File: src/rtl/siso_arb_ctrl_if.sv
// siso_arb_ctrl_if
// Bundles the two requester valid/ready/data channels and the serial
// output lane (so, so_valid, frame_start, grant_id) of siso_arb_ctrl.
//   slave  modport : the arbiter (takes requests, drives ready and the lane)
//   master modport : the requester / consumer side
// Parameter:
//   WIDTH : bits per parallel word (2 or more)
interface siso_arb_ctrl_if #(
    parameter int WIDTH = 4
);
    logic             req0_valid;
    logic [WIDTH-1:0] req0_data;
    logic             req0_ready;
    logic             req1_valid;
    logic [WIDTH-1:0] req1_data;
    logic             req1_ready;
    logic             so;
    logic             so_valid;
    logic             frame_start;
    logic             grant_id;

    modport slave (
        input  req0_valid, req0_data, req1_valid, req1_data,
        output req0_ready, req1_ready, so, so_valid, frame_start, grant_id
    );

    modport master (
        output req0_valid, req0_data, req1_valid, req1_data,
        input  req0_ready, req1_ready, so, so_valid, frame_start, grant_id
    );
endinterface

File: src/rtl/siso_arb_ctrl.sv
// siso_arb_ctrl
// Two-requester round-robin arbiter feeding a single serial shift lane.
// A granted word is loaded into a shift register and sent MSB-first, one
// bit per clock, on a registered output. A new word can be accepted while
// the last bit of the current frame is on the lane, so back-to-back frames
// have no gap.
// Ports:
//   clk : clock, rising edge
//   rst : synchronous active-high reset (aborts any frame in flight)
//   bus : siso_arb_ctrl_if.slave
//         req0/req1 valid, data in; req0/req1 ready out (combinational)
//         so, so_valid, frame_start, grant_id out (registered)
module siso_arb_ctrl #(
    parameter int WIDTH = 4
) (
    input  logic             clk,
    input  logic             rst,
    siso_arb_ctrl_if.slave   bus
);
    localparam int CW = $clog2(WIDTH);

    typedef enum logic {
        IDLE  = 1'b0,
        SHIFT = 1'b1
    } state_t;

    state_t           state_reg, state_next;
    logic [WIDTH-1:0] sr_reg, sr_next;
    logic [CW-1:0]    cnt_reg, cnt_next;
    logic             last_grant_reg, last_grant_next;
    logic             so_reg, so_next;
    logic             so_valid_reg, so_valid_next;
    logic             frame_start_reg, frame_start_next;
    logic             grant_id_reg, grant_id_next;

    logic             accept;
    logic             any_valid;
    logic             grant;
    logic             handshake;
    logic [WIDTH-1:0] grant_data;
    logic [1:0]       ready_vec;

    // Accept window: idle, or the last bit of the current frame is on so.
    // Held shut during reset so no word is consumed while rst is high.
    always_comb begin
        accept     = !rst && ((state_reg == IDLE) || (cnt_reg == '0));
        any_valid  = bus.req0_valid | bus.req1_valid;
        // On a tie the requester that did not win last time gets the lane;
        // otherwise the only active requester wins.
        if (bus.req0_valid && bus.req1_valid) begin
            grant = !last_grant_reg;
        end else begin
            grant = bus.req1_valid;
        end
        grant_data = grant ? bus.req1_data : bus.req0_data;
        handshake  = accept && any_valid;
    end

    genvar gi;
    generate
        for (gi = 0; gi < 2; gi++) begin : g_ready
            assign ready_vec[gi] = handshake && (grant == 1'(gi));
        end
    endgenerate

    assign bus.req0_ready  = ready_vec[0];
    assign bus.req1_ready  = ready_vec[1];
    assign bus.so          = so_reg;
    assign bus.so_valid    = so_valid_reg;
    assign bus.frame_start = frame_start_reg;
    assign bus.grant_id    = grant_id_reg;

    always_ff @(posedge clk) begin
        if (rst) begin
            state_reg       <= IDLE;
            sr_reg          <= '0;
            cnt_reg         <= '0;
            last_grant_reg  <= 1'b1;
            so_reg          <= 1'b0;
            so_valid_reg    <= 1'b0;
            frame_start_reg <= 1'b0;
            grant_id_reg    <= 1'b0;
        end else begin
            state_reg       <= state_next;
            sr_reg          <= sr_next;
            cnt_reg         <= cnt_next;
            last_grant_reg  <= last_grant_next;
            so_reg          <= so_next;
            so_valid_reg    <= so_valid_next;
            frame_start_reg <= frame_start_next;
            grant_id_reg    <= grant_id_next;
        end
    end

    always_comb begin
        state_next       = state_reg;
        sr_next          = sr_reg;
        cnt_next         = cnt_reg;
        last_grant_next  = last_grant_reg;
        so_next          = so_reg;
        so_valid_next    = so_valid_reg;
        frame_start_next = frame_start_reg;
        grant_id_next    = grant_id_reg;

        if (handshake) begin
            // MSB goes straight to so; the remaining bits wait in sr.
            sr_next          = {grant_data[WIDTH-2:0], 1'b0};
            so_next          = grant_data[WIDTH-1];
            so_valid_next    = 1'b1;
            frame_start_next = 1'b1;
            grant_id_next    = grant;
            last_grant_next  = grant;
            cnt_next         = CW'(WIDTH - 1);
            state_next       = SHIFT;
        end else if (state_reg == SHIFT) begin
            if (cnt_reg != '0) begin
                so_next          = sr_reg[WIDTH-1];
                sr_next          = {sr_reg[WIDTH-2:0], 1'b0};
                cnt_next         = cnt_reg - 1'b1;
                frame_start_next = 1'b0;
            end else begin
                so_next          = 1'b0;
                so_valid_next    = 1'b0;
                frame_start_next = 1'b0;
                state_next       = IDLE;
            end
        end
    end
endmodule

File: src/flat_wrapper.sv
// flat-port wrapper written by rule: the top's interface ports become plain ports
module siso_arb_ctrl_flat 
#(
    parameter int WIDTH = 4
)
  (clk, rst, bus_req0_valid, bus_req0_data, bus_req1_valid, bus_req1_data, bus_req0_ready, bus_req1_ready, bus_so, bus_so_valid, bus_frame_start, bus_grant_id);
  siso_arb_ctrl_if #(.WIDTH(WIDTH)) bus_i ();
  input  logic clk;
  input  logic rst;
  input wire logic [$bits(bus_i.req0_valid)-1:0] bus_req0_valid;
  input wire logic [$bits(bus_i.req0_data)-1:0] bus_req0_data;
  input wire logic [$bits(bus_i.req1_valid)-1:0] bus_req1_valid;
  input wire logic [$bits(bus_i.req1_data)-1:0] bus_req1_data;
  output wire logic [$bits(bus_i.req0_ready)-1:0] bus_req0_ready;
  output wire logic [$bits(bus_i.req1_ready)-1:0] bus_req1_ready;
  output wire logic [$bits(bus_i.so)-1:0] bus_so;
  output wire logic [$bits(bus_i.so_valid)-1:0] bus_so_valid;
  output wire logic [$bits(bus_i.frame_start)-1:0] bus_frame_start;
  output wire logic [$bits(bus_i.grant_id)-1:0] bus_grant_id;
  assign bus_i.req0_valid = bus_req0_valid;
  assign bus_i.req0_data = bus_req0_data;
  assign bus_i.req1_valid = bus_req1_valid;
  assign bus_i.req1_data = bus_req1_data;
  assign bus_req0_ready = bus_i.req0_ready;
  assign bus_req1_ready = bus_i.req1_ready;
  assign bus_so = bus_i.so;
  assign bus_so_valid = bus_i.so_valid;
  assign bus_frame_start = bus_i.frame_start;
  assign bus_grant_id = bus_i.grant_id;
  siso_arb_ctrl #(.WIDTH(WIDTH)) u_core (.clk(clk), .rst(rst), .bus(bus_i));
endmodule
File: config.mk
export PLATFORM = sky130hd
export DESIGN_NAME = siso_arb_ctrl_flat
export DESIGN_NICKNAME = d
export VERILOG_FILES = /design/src/rtl/siso_arb_ctrl_if.sv /design/src/rtl/siso_arb_ctrl.sv /design/src/flat_wrapper.sv
export SDC_FILE = /design/constraint.sdc
export NUM_CORES = 1
export LEC_CHECK = 0
export ABC_AREA = 1
export CORE_UTILIZATION = 43
export DETAILED_ROUTE_END_ITERATION = 8
export GPL_ROUTABILITY_DRIVEN = 0
export GPL_TIMING_DRIVEN = 0
export HOLD_SLACK_MARGIN = 0.1
export MAX_ROUTING_LAYER = met4
export PLACE_DENSITY = 0.78
export SYNTH_ARGS = -nofsm -noshare
export SYNTH_HDL_FRONTEND = slang
export SYNTH_SLANG_ARGS = --single-unit
File: constraint.sdc
create_clock -name clk -period 1.4 [get_ports clk]
set_input_delay 0.28 -clock clk [delete_from_list [all_inputs] [get_ports clk]]
set_output_delay 0.28 -clock clk [all_outputs]
set_load 0.01 [all_outputs]
* Yosys cells after proc, flatten, opt, wreduce, memory -nomap -nowiden
Index checks and enable logic that the tools add are counted.
** Word-level totals
- Logic and storage cells :: 46
- Register bits after elaboration :: 11
- Input bits :: 12
** Operators by class
- Eq/ne operators :: 1
- Reduce and logical (&&, ||, !) cells :: 14
- Bitwise logic cells :: 3
- $add $sub $neg :: 1
- Muxes and demuxes :: 19
** Operators with widths (number)
- two-way mux 4 bit :: 4
- two-way mux 1 bit :: 12
- two-way mux 2 bit :: 3
- nonzero test 2 bit :: 3
- logical AND 1 bit :: 5
- AND reduction 2 bit :: 2
- zero test 1 bit :: 2
- zero test 2 bit :: 1
- != test 2 x 1 -> 1 bit (second input constant) :: 1
- inverter 1 bit :: 2
- subtractor 2 x 1 -> 2 bit (second input constant) :: 1
- logical OR 1 bit :: 1
- OR 1 bit :: 1

* Logic depth before layout (Yosys ltp)
Gate-level depths: netlist of run 1.
- Depth after elaboration :: 6
- Gate-level depth with buffers :: 10
- Mapped depth without buffers :: 10

* Worst setup path after synthesis of run 1
Ideal clock, no wire load.
- Path type :: reg-to-output
- Start point :: reg u_core.cnt_reg[0]
- End point :: out bus_req0_ready
- Cell stages (with the launch flop) :: 8
- Path slack :: 60 ps
- Required time :: 1120 ps
- Arrival time :: 1060 ps
- Path buffers :: 1
- Cell sequence :: dfxtp_1 inv_1 ha_1 inv_1 nand2_2 nand3_2 buf_6 nor2_1
** Between the ends
- Cells in the longest elaborated chain, start to end :: 5
** RTL lines
- from (decl) :: RTL line siso_arb_ctrl.sv:29 : logic [CW-1:0] cnt_reg, cnt_next;
- from (signal assigned) :: RTL line siso_arb_ctrl.sv:86 : cnt_reg <= cnt_next;
- zero test 2 bit :: RTL line siso_arb_ctrl.sv:46 : accept = !rst && ((state_reg == IDLE) || (cnt_reg == '0));
- logical OR 1 bit :: RTL line siso_arb_ctrl.sv:46
- logical AND 1 bit :: RTL line siso_arb_ctrl.sv:46
- logical AND 1 bit :: RTL line siso_arb_ctrl.sv:56 : handshake = accept && any_valid;
- logical AND 1 bit :: RTL line siso_arb_ctrl.sv:62 : assign ready_vec[gi] = handshake && (grant == 1'(gi));
- to (decl) :: RTL line flat_wrapper.sv:14 : output wire logic [$bits(bus_i.req0_ready)-1:0] bus_req0_ready;
Every way passes these cells.

* Worst setup path after layout of run 1
- Start point :: reg u_core.cnt_reg[0]
- End point :: out bus_req1_ready
** Between the ends
- Cells in the longest elaborated chain, start to end :: 5
** RTL lines
- zero test 2 bit :: RTL line siso_arb_ctrl.sv:46
- logical OR 1 bit :: RTL line siso_arb_ctrl.sv:46
- logical AND 1 bit :: RTL line siso_arb_ctrl.sv:46
- logical AND 1 bit :: RTL line siso_arb_ctrl.sv:56
- logical AND 1 bit :: RTL line siso_arb_ctrl.sv:62
- to (decl) :: RTL line flat_wrapper.sv:15 : output wire logic [$bits(bus_i.req1_ready)-1:0] bus_req1_ready;
Every way passes these cells.

==> flow_summary.ini, run 1 <==
[finish]
nets = 129
final_cells = 129
seq_area_um2 = 223
num-fill-cells = 102
layout-drive-gt1-share_pct = 26.1
largest_reg_flops = 3
multi_input_area_um2 = 312
syn2layout_area_growth_pct = 48.0
n_antenna_cell = 0

[detailed_routing]
first_pass_iters = 4
routed.top_layer = met4
drcViolationCount = 0
vias = 622
avgRoutedWirePerCell_um = 10.8
ant_nets = 0
wl_met1_um = 664
wl_met2_um = 664
drt-initial-drc-count = 19
wirelength_um = 1400
vias_per_cell = 4.82
met3_length_um = 61

[critical_path]
endpoint = bus_req1_ready
start_kind = register
crit_required_ns = 1.12
timing.rr.start = u_core.cnt_reg[0]$_SDFFE_PP0P_
crit_arrival_ns = 1.25
worstRegToRegCells = 10
timing.rr.end = u_core.sr_reg[3]$_SDFFE_PP0P_
startpoint = u_core.cnt_reg[0]$_SDFFE_PP0P_
worstSetupPathType = reg -> out
r2r_slack_ns = 0.09
cp-end-kind = output port
crit_fanout = 4

[die]
start_util_pct = 49.1
pin_count = 18
rows = 12
core_um2 = 1170
die_area_um2 = 1490
die_w_um = 38.6
die-height_um = 38.6

[synthesis]
synth_cells = 88
synth-simple-area-share_pct = 37.6
seq_area_frac_synth_pct = 38.3
synth-xor-area-share_pct = 0
synth_cell_types = 14
synth_compound_area_share_pct = 8.26
synth_top_family_by_area = simple AND/OR/NAND/NOR gates
syn-num-nets = 101
synth_fa_ha_area_share_pct = 2.17
ys_seq_elements = 11
synth-async-reset-ratio_pct = 0
synth.avg_cell_area_um2 = 6.54
yosysWarnings = 0
synthFlopType = dfxtp_1
synthMuxAreaShare_pct = 0
synth_edf_count = 0
netlist_area_um2 = 576

[power]
total_power_mw = 0.865
p_leak_nw = 0.459
peakVddDrop_mv = 0.605
p_per_area_nw_per_um2 = 1020

[cts]
clkSinkCount = 11
clk_pin_slew_ns = 0.08
clk_latency_ns = 0.27
cts_tree = built
cts_hold_buf = 0
root_buffer = clkbuf_4
h-tree-depth = 1
cts_made_buffers = 3
clockBufferDepth = 2

[global_route]
grt_pass1_vias = 531
grt_max_degree = 11
grt_usage_pct = 22.6
grt_overflow = 0
grt_pass1_wl_um = 2220
antenna_found_initial = 0

[sta]
tns_ns = -0.245
hold_slack_ns = 0.380
timing.final.crit_share_pct = 109
fmax_ghz = 0.655
worst_slew_pin_slew_ns = 0.206
slew_headroom_pct = 86.1
rsz0062_at_grt = yes
fin_crit_ns = 1.53
timing.final.ws_setup_ns = -0.127
finalMaxSlewViolations = 0
final_hold_viol_count = 0
finClkSkew_ns = 0.0136
setup_violations = 2

[place]
hpwl_um = 917
port_buffers = 17
dp_cells = 119
pre_cts_slack_ns = -0.679

[run_status]
status = complete, but fails checks
violations = negative setup slack

[run]
drv_cap = 0

[hold_path]
holdCritPathClass = in -> reg
==> cell usage in the layout (no fill, tap or decap) <==
cell | netlist | layout
a21oi_1 | 3 | 3
buf_2 | 0 | 2
buf_4 | 0 | 7
buf_6 | 2 | 1
clkbuf_1 | 0 | 1
clkbuf_4 | 0 | 3
clkdlybuf4s50_1 | 0 | 8
dfxtp_1 | 11 | 9
dfxtp_2 | 0 | 2
dlygate4sd2_1 | 0 | 7
ha_4 | 0 | 1
inv_1 | 14 | 10
inv_2 | 1 | 4
inv_4 | 0 | 1
nand2_1 | 30 | 28
nand2_2 | 2 | 3
nand2_4 | 0 | 1
nand3_1 | 10 | 10
nand3_4 | 0 | 1
nor2_1 | 5 | 3
nor2_2 | 2 | 4
o211ai_1 | 1 | 1
o21ai_0 | 5 | 4
o21ai_1 | 0 | 1
==> layout make-up <==
class,count,share of cell area (%)
multi-input cells,60,36.6
well taps,14,2.06
clock buffers,4,3.08
plain buffers,1,1.32
flip-flops and latches,11,26.1
inverters,15,6.90
repair buffers,24,23.9
==> worst max-delay path, stage by stage (launching register included) <==
cell and delay (ns):
dfxtp_2 0.32, inv_2 0.08, ha_4 0.15, inv_4 0.04, nand2_4 0.08, nand2_2 0.07, nor2_2 0.09, buf_2 0.14
==> through the flow <==
step	utilization [%]	area, µm²
final	72.8	852
after global routing	72.8	852
after CTS	71.3	835
after detailed placement	65.2	763
after global placement	65.2	763
after floorplan	-	576
==> metal layers <==
metal  vias to the layer above  track usage [%]
met5                         -                -
met4                         0             5.17
met3                         2             8.67
met2                        13             35.0
met1                       279             27.9
li1                        328                -
==> repair_timing <==
action / 4_1_cts / 5_1_grt
endpoints found under the setup margin: 6 / 5
pin swaps: 4 / 2
setup buffers: 5 / 2
gates resized for setup: 26 / 5
==> synth_stat cells, types with 2 or more instances <==
master / number / area [µm²]
nand2_2: 2 / 12.5
nor2_1: 5 / 18.8
o21ai_0: 5 / 25.0
buf_6: 2 / 22.5
nor2_2: 2 / 12.5
a21oi_1: 3 / 15.0
dfxtp_1: 11 / 220
nand3_1: 10 / 50.1
nand2_1: 30 / 113
inv_1: 14 / 52.6
==> kinds of logic after synthesis <==
kind of cell | Yosys count
adder cells (fa/ha/maj) | 1
buffers and inverters | 17
AND/OR/NAND/NOR | 50
flip-flops | 11
AO/OA/AOI/OAI | 9
==> how the worst min path moves through the flow <==
stage	start	to	slack, ns	cells after the start
finish	rst	u_core.state_reg$_SDFF_PP0_	0.38	2
global route	rst	u_core.state_reg$_SDFF_PP0_	0.39	2
CTS	rst	u_core.state_reg$_SDFF_PP0_	0.38	2
detailed placement	u_core.last_grant_reg$_SDFFE_PP1P_	u_core.last_grant_reg$_SDFFE_PP1P_	0.46	2
global placement	u_core.last_grant_reg$_SDFFE_PP1P_	u_core.last_grant_reg$_SDFFE_PP1P_	0.45	2
floorplan	rst	u_core.state_reg$_SDFF_PP0_	0.35	1
==> where the power goes <==
| part | switching, mW | internal, mW |
|---|---|---|
| sequential | 0.0194 | 0.353 |
| combinational | 0.140 | 0.133 |
| clock | 0.109 | 0.110 |
| total | 0.269 | 0.596 |
No activity file was read; power rests on OpenSTA's default activity.
==> run 2, diff against run 1 <==
--- a/config.mk
+++ b/config.mk
@@ -5,8 +5,7 @@
 export SDC_FILE = /design/constraint.sdc
 export NUM_CORES = 1
 export LEC_CHECK = 0
-export ABC_AREA = 1
-export CORE_UTILIZATION = 43
+export CORE_UTILIZATION = 44
 export DETAILED_ROUTE_END_ITERATION = 8
 export GPL_ROUTABILITY_DRIVEN = 0
 export GPL_TIMING_DRIVEN = 0
==> run 2 against run 1 <==
- the flow still finishes with violations (negative setup slack)
- combinational power down 4%
- fmax down 7.3%
- sequential power down 2%
- setup slack worse by 0.12 ns
- utilization down 0.83 points
- worst hold slack worse by 0.064 ns
- routed wire length up 10%
==> flow_summary.ini, run 2 <==
[critical_path]
crit_required_ns = 1.12
worstSetupPathType = reg -> out
slowest_delay_ns = 0.33
crit_fanout = 4
r2r_slack_ns = -0.20
crit_buf_inv = 3
worstRegToRegCells = 8
start_kind = register
slowest_stage = dfxtp_2
crit_arrival_ns = 1.37
timing.rr.start = u_core.cnt_reg[1]$_SDFFE_PP0P_
timing.rr.end = u_core.cnt_reg[1]$_SDFFE_PP0P_
cp_top_family = flip-flops
cp-end-kind = output port
path_cells = inv_2, ha_4, and2b_2, buf_6, nor3_4, buf_2

[sta]
worst_slew_pin_slew_ns = 0.499
timing.final.ws_setup_ns = -0.248
tns_ns = -0.750
final_hold_viol_count = 0
slew_headroom_pct = 66.6
finalMaxSlewViolations = 0
fin_crit_ns = 1.65
fmax_ghz = 0.607
setup_violations = 5
finClkSkew_ns = 0.00865
timing.final.crit_share_pct = 118
rsz0062_at_grt = yes

[synthesis]
ys_seq_elements = 11
synth_edf_count = 0
synth-async-reset-ratio_pct = 0
synth_cells = 71
yosys.area.top_type = dfxtp_1
ys_top_cells_by_count = dfxtp_1 (11), nor3_1 (9), nand2_1 (6), nor2b_1 (4)
netlist_area_um2 = 614
synth.avg_cell_area_um2 = 8.65
synth_top_area_share_pct = 35.8
yosysWarnings = 0
syn-num-nets = 84
synthFlopType = dfxtp_1
synth_cell_types = 28
synth.most_common_cell = dfxtp_1
seq_area_frac_synth_pct = 35.8
yosys-top-cells-area = dfxtp_1 (36%), nor3_1 (7.3%), a311oi_1 (4.3%)

[finish]
nets = 111
layout_commonest_cell = dfxtp_1
final_cell_mix = dfxtp_1 (9), clkdlybuf4s50_1 (8), nand2_1 (6), dlygate4sd2_1 (6), buf_4 (6)
layout-drive-gt1-share_pct = 35.1
largest_reg_flops = 3
num-fill-cells = 112
syn2layout_area_growth_pct = 52.3
n_antenna_cell = 0
final_cells = 112
final_util_pct = 71.9

[die]
die-height_um = 39.4
core_um2 = 1300
start_util_pct = 47.2
rows = 13
die_w_um = 39.4
die_area_um2 = 1550
pin_count = 18

[detailed_routing]
ant_nets = 0
first_pass_iters = 4
vias_per_cell = 5.79
drt-initial-drc-count = 8
drcViolationCount = 0
vias = 649
avgRoutedWirePerCell_um = 13.8
wirelength_um = 1540

[cts]
root_buffer = clkbuf_4
h-tree-depth = 1
clkSinkCount = 11
cts_tree = built
clk_pin_slew_ns = 0.08
cts_hold_buf = 0
clockBufferDepth = 2
clk_latency_ns = 0.27
cts_made_buffers = 3

[hold_path]
hold_depth = 3
min_to = u_core.sr_reg[2]$_SDFFE_PP0P_
hold_path.startpoint = bus_req0_valid
holdCritPathClass = in -> reg

[global_route]
grt_max_degree = 14
antenna_found_initial = 0
grt_pass1_wl_um = 2160
grt_usage_pct = 21.8
grt_overflow = 0
grt_pass1_vias = 531

[place]
dp_cells = 102
hpwl_um = 1010
port_buffers = 16

[power]
p_sw_share_pct = 30.2
p_leak_nw = 0.379
intPower_mw = 0.600
p_comb_share_pct = 30.8
peakVddDrop_mv = 0.455
seq_power_share_pct = 42.6
p_sw_mw = 0.259
clkPwrFrac_pct = 26.6
p_per_area_nw_per_um2 = 917

[run_status]
status = complete, but fails checks
violations = negative setup slack

[run]
drv_cap = 0
[run 2: cell count changes after synthesis, moves of 4 or more]
cell	change
inv_1	-12
nand2_1	-24
nand3_1	-10
nor2b_1	+4
nor3_1	+9
o21ai_0	-4
[run 2: stage by stage]
stage / total power [mW] / hold slack [ns] / setup WS [ns] / instance area (µm²)
after global placement: 0.593 / 0.460 / -1.17 / 833
after CTS: 0.838 / 0.296 / -0.263 / 895
final: 0.859 / 0.316 / -0.248 / 936
after global routing: 0.899 / 0.333 / -0.291 / 936
after detailed placement: 0.599 / 0.466 / -1.17 / 833
after floorplan: 0.513 / 0.442 / 0.0216 / 654
[run 2: worst max-delay path by stage]
| stage | from | slack [ns] | depth (start not counted) | to |
|---|---|---|---|---|
| after floorplan | u_core.cnt_reg[1]$_SDFFE_PP0P_ | 0.02 | 5 | bus_req0_ready |
| after global placement | rst | -1.17 | 5 | bus_req0_ready |
| after detailed placement | rst | -1.17 | 5 | bus_req0_ready |
| after CTS | u_core.cnt_reg[0]$_SDFFE_PP0P_ | -0.26 | 6 | bus_req0_ready |
| after global routing | u_core.cnt_reg[1]$_SDFFE_PP0P_ | -0.29 | 6 | bus_req0_ready |
| final | u_core.cnt_reg[1]$_SDFFE_PP0P_ | -0.25 | 6 | bus_req0_ready |
[run 2: repair_timing]
| action | in CTS | in global routing |
|---|---|---|
| pin swaps | 3 | 5 |
| hold endpoints to repair | 0 | 0 |
| resized for setup | 22 | 11 |
| buffers inserted | 6 | 1 |
| endpoints found under the setup margin | 16 | 11 |
[run 2: area by class of cell]
| type | count | area (µm²) | share of cell area, % |
|---|---|---|---|
| Buffer | 5 | 52.6 | 5.61 |
| Clock buffer | 4 | 26.3 | 2.81 |
| Inverter | 2 | 7.51 | 0.802 |
| Multi-Input combinational cell | 52 | 409 | 43.7 |
| Sequential cell | 11 | 223 | 23.8 |
| Tap cell | 15 | 18.8 | 2.01 |
| Timing Repair Buffer | 23 | 199 | 21.3 |
[run 2: logic make-up after synthesis]
family / count (synthesis) / synth area share (%)
buffers and inverters: 8 / 8.15
adder cells (fa/ha/maj): 1 / 2.04
AO/OA/AOI/OAI: 18 / 23.2
flip-flops: 11 / 35.8
AND/OR/NAND/NOR: 33 / 30.8
[run 2: layer usage]
metal / vias up / track usage [%] / wire [µm]
met4: 0 / 10.3 / 12
li1: 317 / - / -
met1: 313 / 26.3 / 717
met2: 17 / 34.2 / 751
met3: 2 / 5.11 / 58
met5: - / - / 0
[run 2: power groups by stage]
stage	clock network, mW	registers (mW)	logic [mW]
2_1_floorplan	0	0.372	0.141
3_3_place_gp	0	0.370	0.223
3_5_place_dp	0	0.371	0.228
4_1_cts	0.233	0.365	0.239
5_1_grt	0.240	0.371	0.288
6_report	0.228	0.366	0.264
[run 2: worst min-delay path: stages]
cell      delay [ns]
buf_6           0.11
nand4_1         0.07
a311oi_1        0.08
